### src/rtl/decrypt_pkg.sv
// Shared types and helpers for the Paillier decryption stage.
// Build option: DECRYPT_LZ_SKIP_EN skips leading zero exponent bits.
package decrypt_pkg;

    typedef enum logic [2:0] {
        IDLE,
        EXP_SQ,
        EXP_MUL,
        L_DIV,
        MU_MUL,
        DONE
    } state_e;

    // One issue cycle plus one quotient bit per cycle of a 4N-bit dividend.
    function automatic int div_cycles(input int nw);
        return 4 * nw + 1;
    endfunction

    // Accept-to-done distance; sq_bits is the number of squared exponent bits.
    function automatic int latency(
        input int nw,
        input int sq_bits,
        input int ones,
        input bit n_zero
    );
        if (n_zero)
            return 1;
        return 1 + (sq_bits + ones + 2) * div_cycles(nw);
    endfunction

endpackage

### src/rtl/decrypt_seq_divmod.sv
// Restoring divider shared by every reduction and the L-division.
// Result is presented combinationally on the cycle done is high.
module seq_divmod
    import decrypt_pkg::*;
#(
    parameter int N_WIDTH = 10
) (
    input  logic                 clk,
    input  logic                 rst_n,
    input  logic                 start,
    input  logic [4*N_WIDTH-1:0] dividend,
    input  logic [2*N_WIDTH-1:0] divisor,
    output logic                 busy,
    output logic                 done,
    output logic [4*N_WIDTH-1:0] quotient,
    output logic [2*N_WIDTH-1:0] remainder
);

    localparam int NW2 = 2 * N_WIDTH;
    localparam int NW4 = 4 * N_WIDTH;
    localparam int CW  = $clog2(NW4);

    logic [NW2-1:0] rem_q, rem_d;
    logic [NW4-1:0] dvd_q, dvd_d;
    logic [NW2-1:0] dsr_q, dsr_d;
    logic [CW-1:0]  cnt_q, cnt_d;
    logic           busy_q, busy_d;

    logic [NW2:0]   shifted;
    logic           ge;
    logic [NW2-1:0] rem_nx;
    logic [NW4-1:0] quo_nx;

    // One restoring step: shift in the next dividend bit, subtract if it fits.
    always_comb begin
        shifted = {rem_q, dvd_q[NW4-1]};
        ge      = shifted >= {1'b0, dsr_q};
        rem_nx  = ge ? (shifted[NW2-1:0] - dsr_q) : shifted[NW2-1:0];
        quo_nx  = {dvd_q[NW4-2:0], ge};
    end

    // Load operands on start, then walk all dividend bits.
    always_comb begin
        rem_d  = rem_q;
        dvd_d  = dvd_q;
        dsr_d  = dsr_q;
        cnt_d  = cnt_q;
        busy_d = busy_q;
        if (busy_q) begin
            rem_d = rem_nx;
            dvd_d = quo_nx;
            cnt_d = cnt_q - 1'b1;
            if (cnt_q == '0)
                busy_d = 1'b0;
        end else if (start) begin
            rem_d  = '0;
            dvd_d  = dividend;
            dsr_d  = divisor;
            cnt_d  = CW'(NW4 - 1);
            busy_d = 1'b1;
        end
    end

    // Divider state registers.
    always_ff @(posedge clk or negedge rst_n) begin
        if (!rst_n) begin
            rem_q  <= '0;
            dvd_q  <= '0;
            dsr_q  <= '0;
            cnt_q  <= '0;
            busy_q <= 1'b0;
        end else begin
            rem_q  <= rem_d;
            dvd_q  <= dvd_d;
            dsr_q  <= dsr_d;
            cnt_q  <= cnt_d;
            busy_q <= busy_d;
        end
    end

    assign busy      = busy_q;
    assign done      = busy_q && (cnt_q == '0);
    assign quotient  = quo_nx;
    assign remainder = rem_nx;

endmodule

### src/rtl/decrypt.sv
// Paillier decryption: m = L(c^lambda mod n^2) * mu mod n on one divider.
// Build option: DECRYPT_LZ_SKIP_EN skips leading zero bits of lambda.
module decrypt
    import decrypt_pkg::*;
#(
    parameter int DATA_WIDTH   = 10,
    parameter int N_WIDTH      = 10,
    parameter int LAMBDA_WIDTH = 10
) (
    input  logic                    clk,
    input  logic                    rst_n,
    input  logic                    vld_in,
    input  logic [2*N_WIDTH-1:0]    ciphertext,
    input  logic [LAMBDA_WIDTH-1:0] lambda,
    input  logic [N_WIDTH-1:0]      mu,
    input  logic [N_WIDTH-1:0]      n,
    output logic [DATA_WIDTH-1:0]   plaintext,
    output logic                    done,
    output logic                    busy,
    output logic                    err
);

    localparam int NW2 = 2 * N_WIDTH;
    localparam int NW4 = 4 * N_WIDTH;
    localparam int LIW = (LAMBDA_WIDTH > 1) ? $clog2(LAMBDA_WIDTH) : 1;

    state_e                  state_q, state_d;
    logic [NW2-1:0]          c_q, c_d;
    logic [LAMBDA_WIDTH-1:0] lam_q, lam_d;
    logic [N_WIDTH-1:0]      mu_q, mu_d;
    logic [N_WIDTH-1:0]      n_q, n_d;
    logic [NW2-1:0]          acc_q, acc_d;
    logic [N_WIDTH-1:0]      q_q, q_d;
    logic [LIW-1:0]          idx_q, idx_d;
    logic                    xerr_q, xerr_d;
    logic [DATA_WIDTH-1:0]   plaintext_q, plaintext_d;
    logic                    done_q, done_d;
    logic                    busy_q, busy_d;
    logic                    err_q, err_d;

    logic [NW2-1:0] n_sq;
    logic [NW2-1:0] op_a, op_b;
    logic [NW4-1:0] prod;
    logic [NW2-1:0] x_m1;
    logic           div_start, div_busy, div_done;
    logic [NW4-1:0] div_dvd, div_quo;
    logic [NW2-1:0] div_dsr, div_rem;
    logic           unused_ok;

    assign n_sq      = NW2'(n_q) * NW2'(n_q);
    assign x_m1      = (acc_q == '0) ? '0 : acc_q - NW2'(1);
    assign unused_ok = ^div_quo[NW4-1:N_WIDTH];

`ifdef DECRYPT_LZ_SKIP_EN
    logic [LIW-1:0] lz_msb;

    // Highest set bit of the incoming exponent.
    always_comb begin
        lz_msb = '0;
        for (int i = 0; i < LAMBDA_WIDTH; i++)
            if (lambda[i])
                lz_msb = LIW'(i);
    end
`endif

    // Pick multiplier operands and divider inputs for the current step.
    always_comb begin
        op_a    = '0;
        op_b    = '0;
        div_dsr = n_sq;
        case (state_q)
            EXP_SQ: begin
                op_a = acc_q;
                op_b = acc_q;
            end
            EXP_MUL: begin
                op_a = acc_q;
                op_b = c_q;
            end
            L_DIV: div_dsr = NW2'(n_q);
            MU_MUL: begin
                op_a    = NW2'(q_q);
                op_b    = NW2'(mu_q);
                div_dsr = NW2'(n_q);
            end
            default: ;
        endcase
        prod      = NW4'(op_a) * NW4'(op_b);
        div_dvd   = (state_q == L_DIV) ? NW4'(x_m1) : prod;
        div_start = !div_busy &&
                    (state_q == EXP_SQ || state_q == EXP_MUL ||
                     state_q == L_DIV  || state_q == MU_MUL);
    end

    // Sequencer: accept, square-and-multiply, L-division, mu product.
    always_comb begin
        state_d     = state_q;
        c_d         = c_q;
        lam_d       = lam_q;
        mu_d        = mu_q;
        n_d         = n_q;
        acc_d       = acc_q;
        q_d         = q_q;
        idx_d       = idx_q;
        xerr_d      = xerr_q;
        plaintext_d = plaintext_q;
        err_d       = err_q;
        done_d      = 1'b0;
        busy_d      = busy_q;
        if (done_q)
            busy_d = 1'b0;
        case (state_q)
            IDLE: begin
                if (vld_in && !busy_q) begin
                    c_d     = ciphertext;
                    lam_d   = lambda;
                    mu_d    = mu;
                    n_d     = n;
                    acc_d   = NW2'(1);
                    q_d     = '0;
                    xerr_d  = 1'b0;
                    busy_d  = 1'b1;
                    idx_d   = LIW'(LAMBDA_WIDTH - 1);
                    state_d = EXP_SQ;
`ifdef DECRYPT_LZ_SKIP_EN
                    idx_d = lz_msb;
                    if (lambda == '0)
                        state_d = L_DIV;
`else
`endif
                    if (n == '0) begin
                        xerr_d  = 1'b1;
                        state_d = DONE;
                    end
                end
            end
            EXP_SQ: begin
                if (div_done) begin
                    acc_d = div_rem;
                    if (lam_q[idx_q])
                        state_d = EXP_MUL;
                    else if (idx_q == '0)
                        state_d = L_DIV;
                    else
                        idx_d = idx_q - 1'b1;
                end
            end
            EXP_MUL: begin
                if (div_done) begin
                    acc_d = div_rem;
                    if (idx_q == '0) begin
                        state_d = L_DIV;
                    end else begin
                        idx_d   = idx_q - 1'b1;
                        state_d = EXP_SQ;
                    end
                end
            end
            L_DIV: begin
                if (div_done) begin
                    q_d     = (acc_q == '0) ? '0 : div_quo[N_WIDTH-1:0];
                    xerr_d  = (acc_q == '0);
                    state_d = MU_MUL;
                end
            end
            MU_MUL: begin
                if (div_done) begin
                    q_d     = div_rem[N_WIDTH-1:0];
                    state_d = DONE;
                end
            end
            DONE: begin
                done_d      = 1'b1;
                err_d       = xerr_q;
                plaintext_d = xerr_q ? '0 : q_q[DATA_WIDTH-1:0];
                state_d     = IDLE;
            end
            default: state_d = IDLE;
        endcase
    end

    // Sequencer and output registers.
    always_ff @(posedge clk or negedge rst_n) begin
        if (!rst_n) begin
            state_q     <= IDLE;
            c_q         <= '0;
            lam_q       <= '0;
            mu_q        <= '0;
            n_q         <= '0;
            acc_q       <= '0;
            q_q         <= '0;
            idx_q       <= '0;
            xerr_q      <= 1'b0;
            plaintext_q <= '0;
            done_q      <= 1'b0;
            busy_q      <= 1'b0;
            err_q       <= 1'b0;
        end else begin
            state_q     <= state_d;
            c_q         <= c_d;
            lam_q       <= lam_d;
            mu_q        <= mu_d;
            n_q         <= n_d;
            acc_q       <= acc_d;
            q_q         <= q_d;
            idx_q       <= idx_d;
            xerr_q      <= xerr_d;
            plaintext_q <= plaintext_d;
            done_q      <= done_d;
            busy_q      <= busy_d;
            err_q       <= err_d;
        end
    end

    seq_divmod #(
        .N_WIDTH(N_WIDTH)
    ) u_div (
        .clk      (clk),
        .rst_n    (rst_n),
        .start    (div_start),
        .dividend (div_dvd),
        .divisor  (div_dsr),
        .busy     (div_busy),
        .done     (div_done),
        .quotient (div_quo),
        .remainder(div_rem)
    );

    assign plaintext = plaintext_q;
    assign done      = done_q;
    assign busy      = busy_q;
    assign err       = err_q;

endmodule
### config.mk
export PLATFORM = sky130hd
export DESIGN_NAME = decrypt
export DESIGN_NICKNAME = d
export VERILOG_FILES = /design/src/rtl/decrypt_pkg.sv /design/src/rtl/decrypt_seq_divmod.sv /design/src/rtl/decrypt.sv
export SDC_FILE = /design/constraint.sdc
export NUM_CORES = 2
export LEC_CHECK = 0
export CAP_MARGIN = 30
export CORE_UTILIZATION = 57
export DETAILED_ROUTE_END_ITERATION = 16
export PLACE_DENSITY = 0.82
export SETUP_SLACK_MARGIN = 0.1
export SYNTH_ARGS = -nofsm -noshare
export SYNTH_HDL_FRONTEND = slang
export SYNTH_SLANG_ARGS = --single-unit
### constraint.sdc
create_clock -name clk -period 7.6 [get_ports clk]
set_input_delay 0.76 -clock clk [delete_from_list [all_inputs] [get_ports clk]]
set_output_delay 0.76 -clock clk [all_outputs]
set_load 0.1 [all_outputs]
* Word level (Yosys, flattened, before mapping)
Index checks and enable logic that the tools add are counted.
** Storage, ports and cells
- Bits of input ports :: 53
- Register bits after elaboration :: 188
- Output and inout bits :: 13
** Operators by class
- Bitwise logic cells :: 1
- $add $sub $neg :: 4
- Magnitude comparators :: 2
- Multiply operators :: 2
- Equal/unequal tests :: 13
- Multiplexer cells :: 50
- Reduce and logical (&&, ||, !) cells :: 27
** Operators by type and width (number)
- 2-to-1 mux 20 bit :: 7
- 2-to-1 mux 40 bit :: 3
- one-hot mux 20 bit (2 select lines) :: 2
- one-hot mux 20 bit (3 select lines) :: 1
- 2-to-1 mux 10 bit :: 5
- multiplier 20 x 20 -> 40 bit :: 1
- one-hot mux 10 bit (3 select lines) :: 1
- 2-to-1 mux 3 bit :: 8
- >= comparator 21 x 20 -> 1 bit :: 1
- logical NOT 20 bit :: 1
- multiplier 10 x 10 -> 20 bit :: 1
- 2-to-1 mux 4 bit :: 5
- subtractor 20 x 1 -> 20 bit, second input constant :: 1
- subtractor 20 bit :: 1
- one-hot mux 3 bit (5 select lines) :: 1
- 2-to-1 mux 6 bit :: 2
- inequality test 2 bit, second input constant :: 6
- one-hot mux 4 bit (3 select lines) :: 1
- 2-to-1 mux 1 bit :: 11
- logical NOT 10 bit :: 1
- == test 3 x 2 -> 1 bit, second input constant :: 2
- == test 3 bit, second input constant :: 2
- logical NOT 6 bit :: 1
- AND reduction 3 bit :: 2
- other kinds (22) :: 32

* Depth between registers and ports, before layout
- Depth in word-level cells :: 7
- Depth in mapped cells :: 32
- Gate-level depth less buffers :: 29

* Hierarchy
Synthesis repeated with hierarchy kept, for this count alone.
** Second synthesis, totals
- Cell total of the unflattened synthesis :: 3182
- Area total of the unflattened synthesis :: 26789.4 µm²
** Modules (own cells, without submodules)
- decrypt :: cells each 2599, times used 1, area each 21358.0 µm²
- seq_divmod :: cells each 583, times used 1, area each 5431.5 µm²

* Worst setup path before layout
Ideal clock, no wire load.
- Path type :: reg2reg
- Start point :: register state_q[0]
- End point :: register u_div.dvd_q[38]
- Clock period less this slack :: 7993 ps
- Path slack :: -393 ps
- Data arrival time :: 7859 ps
- Data required time :: 7467 ps
- Stages on the path, launching flop included :: 30
- Library setup time :: 133 ps
- Buffers on the path :: 3
- Cell sequence :: dfrtp_1 -> clkbuf_1 -> nor2b_1 -> nor2_1 -> nor2_1 -> clkbuf_1 -> buf_1 -> nand2_1 -> nor2_1 -> fa_1 -> fa_1 -> inv_1 -> fa_1 -> inv_1 -> fa_1 -> fa_1 -> fa_1 -> inv_1 -> fa_1 -> inv_1 -> ha_1 -> and3_1 -> a221oi_1 -> nor2b_1 -> or4_4 -> a41oi_4 -> o41ai_2 -> nor4b_2 -> a41o_1 -> o31ai_2
** Between the ends
- Longest elaborated chain between the ends :: 7
- Elaborated cells on any way between the ends :: 16
- Those cells by class :: mul: 1; eq/ne: 4; mux: 5; reduce/logical: 6
** RTL lines
- from (decl) :: RTL line decrypt.sv:27 : state_e state_q, state_d;
- from (signal assigned) :: RTL line decrypt.sv:199 : state_q <= state_d;
- == test 3 x 1 -> 1 bit / == test 3 x 2 -> 1 bit (equally long branches) :: RTL line decrypt.sv:71, decrypt.sv:91
- OR reduction 2 bit (no source line)
- one-hot mux 20 bit (2 select lines) :: RTL line decrypt.sv:71 : case (state_q)
- multiplier 20 x 20 -> 40 bit :: RTL line decrypt.sv:88 : prod = NW4'(op_a) * NW4'(op_b);
- 2-to-1 mux 40 bit :: RTL line decrypt.sv:89 : div_dvd = (state_q == L_DIV) ? NW4'(x_m1) : prod;
- 2-to-1 mux 40 bit :: RTL line decrypt_seq_divmod.sv:55 : end else if (start) begin
- 2-to-1 mux 40 bit :: RTL line decrypt_seq_divmod.sv:49 : if (busy_q) begin
- to (signal assigned) :: RTL line decrypt_seq_divmod.sv:74 : dvd_q <= dvd_d;
- to (decl) :: RTL line decrypt_seq_divmod.sv:24 : logic [NW4-1:0] dvd_q, dvd_d;
Parallel ways exist; a longest one is shown, timed or not. The select of a mux whose other input is x is not followed.
A chain may end at the register's enable or synchronous reset.

* Worst setup path in the final report
- Start point :: register state_q[0]
- End point :: register u_div.dvd_q[32]
The elaborated chain is that of the path after synthesis.

==> out/results.txt <==
clock input transition at the sequential cells of the worst setup and hold paths: 0.09 ns
final-report hold violation count: 0
maximum net fanout on the critical path: 5
Core Footprint: 44410 sq um
share of flip-flops with an asynchronous set or reset after synthesis: 1.000
worst setup slack after layout: -0.1891 ns
Die Span Y: 214.7 um
utilization after layout: 0.6894
data required time of the critical path: 7.94 ns
nature of the critical path startpoint: flip-flop
overall die area: 46120 sq um
Critical Setup Path Class: flip-flop to flip-flop
sequential cell area fraction in the yosys report: 0.1824
Initial DRC Count: 2296
setup_tns: -0.8039 ns
worst hold path class: input port to asynchronous set/reset pin
cell repeated most along the worst path: fa_1
number of standard cells in the layout, taps in and fillers out: 3852
Fmax achieved: 0.1284 GHz
failing checks: negative setup slack
nets in the synthesized netlist: 3675
setup repair after global routing missed its margin: yes
I/O pin count: 66
sequential fraction of design power: 0.514
Rows: 77
sort of element at the end of the critical path: flip-flop
maximum vdd ir drop: 0.1548 mV
final worst path period need: 7.789 ns
via count of the first global-routing pass: 24.12k
number of antenna violations at the first check in global routing: 0
fraction of synthesized cell area taken by the top area cell type: 0.2848
static power due to leakage: 15.60 nW
floorplan die width: 214.7 um
final number of setup-violating endpoints: 10
clock sink total: 188
fraction of final layout cells sized beyond drive strength 1: 0.1604
number of synthesized flops with an enable pin: 0
final net count: 3890
category of cells accounting for the largest share of critical-path delay: adder cells
Port Buffer Count: 65
overflow left after global routing: 0
number of inserted diodes: 0
signed area change from the synthesized netlist to the final layout: 18.69%
cts bufs inserted: 17
combinational share of power: 0.027
Max-Cap Viols: 0
maximum buffer depth of the clock tree: 2
total routing resource utilization after global routing: 0.3584
library cell with the largest summed area after synthesis: fa_1
Int Pwr: 1.485 mW
unique cell type count in the Yosys netlist: 74
max-slew violation count: 0
cell area after synthesis: 25800 sq um
Buffers & Inverters on Critical Path: 9
starting utilization of the core area: 0.5809
number of cells produced by synthesis: 3033
leading post-synthesis cells by cell area: fa_1 (28%), dfrtp_1 (18%), ha_1 (11%), nand2_1 (8.1%), inv_1 (7.0%)
run status: finished, violations left
Net Sw Power: 460.9 uW
global-route wire length before repair: 128.9 mm
switch share: 0.2369
Arrival @ worst endpoint: 8.12 ns
share of the clock period used by the worst path: 1.025
residual DRC count: 0
transition time at the pin with the least slew margin: 1.034 ns
clock root buffer master: clkbuf_16
total number of yosys warnings: 0
worst stage delay on the critical path: 0.55 ns
DP Wirelength: 63.37 mm
Clk network pwr share: 0.459
clock skew after layout: 0.02017 ns
maximum number of pins on one net before global-route repair: 109
Post-Synthesis Mean Instance Area: 8.506 sq um
hold-fix buffers at CTS: 0
placed insts: 3753
CTS tree: yes
average wire per standard cell: 21.00 um
average vias per placed instance: 5.956
areal power density over the cells: 63.54 nW/um^2
Routed WL: 80.89 mm
Vias: 22.94k
RD Place Congestion: 1.016
H-tree depth: 4
commonest cells after routing, fill and taps aside: nand2_1 (541), inv_1 (464), fa_1 (353)
post-route antenna net violation count: 0
Clk Latency, worst-skew pair: 0.48 ns
number of iterations in the first detailed-routing pass: 6
register bit count reported by yosys: 188
top flip-flop cell by instance count after synthesis: dfrtp_1
Crit-path slowest cell: fa_1
most common cell after layout, fill and taps aside: nand2_1
Slew Limit Headroom: 0.3082
-- metal layers --
| layer | track usage | up-vias | part of all wire |
|---|---|---|---|
| li1 | - | 10100 | - |
| met1 | 0.4592 | 11380 | 0.38 |
| met2 | 0.5891 | 1187 | 0.47 |
| met3 | 0.06992 | 283 | 0.092 |
| met4 | 0.1633 | 0 | 0.053 |
| met5 | 0 | - | 0 |
-- registers in the layout, summed over array words and instances, names as in the netlist, 6 cells and up --
name         flops
acc_q           20
c_q             20
lam_q           10
mu_q            10
n_q             10
plaintext       10
q_q             10
u_div.cnt_q      6
u_div.dsr_q     20
u_div.dvd_q     40
u_div.rem_q     20
-- final cells by class --
cell class	instances	area [sq um]
flip-flops and latches	188	4710
repair buffers	352	3164
fillers	3323	13790
multi-input cells	2207	19630
inverters	482	1809
clock inverters	12	128.9
clock buffers	19	432.9
well taps	592	740.7
-- power by group through the flow --
stage                     sequential, mW  clock [mW]  combinational (mW)
after floorplan                     1.02           0            0.000628
after global placement              1.02           0              0.0501
after detailed placement            1.02           0              0.0529
after CTS                           1.00       0.902              0.0533
after global routing               0.999       0.937              0.0575
final                               1.00       0.894              0.0522
-- cell usage after synthesis, types with 4 or more instances --
master	count
nand2b_1	24
or2_2	9
clkbuf_1	136
a221oi_1	11
fa_1	367
o211ai_1	5
buf_1	16
or3_1	8
nand3_1	37
o41ai_1	6
o21a_1	5
nand4_1	6
mux2i_1	20
a22o_1	13
nand2_1	556
a21oi_1	92
a211oi_1	13
o31ai_1	4
a31oi_1	15
nor2b_1	13
xnor2_1	54
nand3b_1	4
o21ai_0	134
and2_1	41
dfrtp_1	188
o221ai_1	30
nor3b_1	5
nor4_1	10
xor2_1	43
inv_1	482
a22oi_1	27
o22ai_1	18
nor3_1	31
and3_1	17
a21o_1	52
nor2_1	262
ha_1	222
-- path summary, 6_finish.rpt --
path                            startpoint               to  slack (ns)  cells after the start
worst max-delay path            state_q[0]  u_div.dvd_q[32]       -0.19                     29
worst min-delay path                 rst_n  u_div.dvd_q[37]        0.42                      1
worst max register to register  state_q[0]  u_div.dvd_q[32]       -0.19                     29
worst min register to register     c_q[17]          c_q[17]        0.49                      2
max in group asynchronous            rst_n       state_q[0]        5.88                      3
min in group clk                   c_q[17]          c_q[17]        0.49                      2
-- repair_timing --
item                                    in CTS  in global routing
endpoints found under the setup margin      19                 27
gates cloned                                 2                  0
gates resized for setup                     86                138
pin swaps                                   65                 87
setup buffers                               34                 33
-- cells by family after synthesis --
| kind of cell | Yosys count | synth area share |
|---|---|---|
| adders and majority gates | 589 | 0.3925 |
| xor gates and xnor gates | 97 | 0.03293 |
| DFF | 188 | 0.1824 |
| muxes | 25 | 0.01081 |
| AOI/OAI and AO/OA | 463 | 0.1188 |
| buffers and inverters | 638 | 0.09312 |
| and+or+nand+nor | 1033 | 0.1695 |
-- through the flow --
| step | hold WS, ns | area (sq um) | total power [mW] | worst slack, ns |
|---|---|---|---|---|
| floorplan | 0.4401 | 25940 | 1.020 | 0.1241 |
| global placement | 0.4388 | 28500 | 1.069 | -0.2563 |
| detailed placement | 0.4633 | 28540 | 1.072 | -0.3536 |
| CTS | 0.4502 | 29780 | 1.955 | 0.04541 |
| global route | 0.4953 | 30620 | 1.994 | -0.3214 |
| finish | 0.4208 | 30620 | 1.946 | -0.1891 |
(Power assumes the default switching activity.)
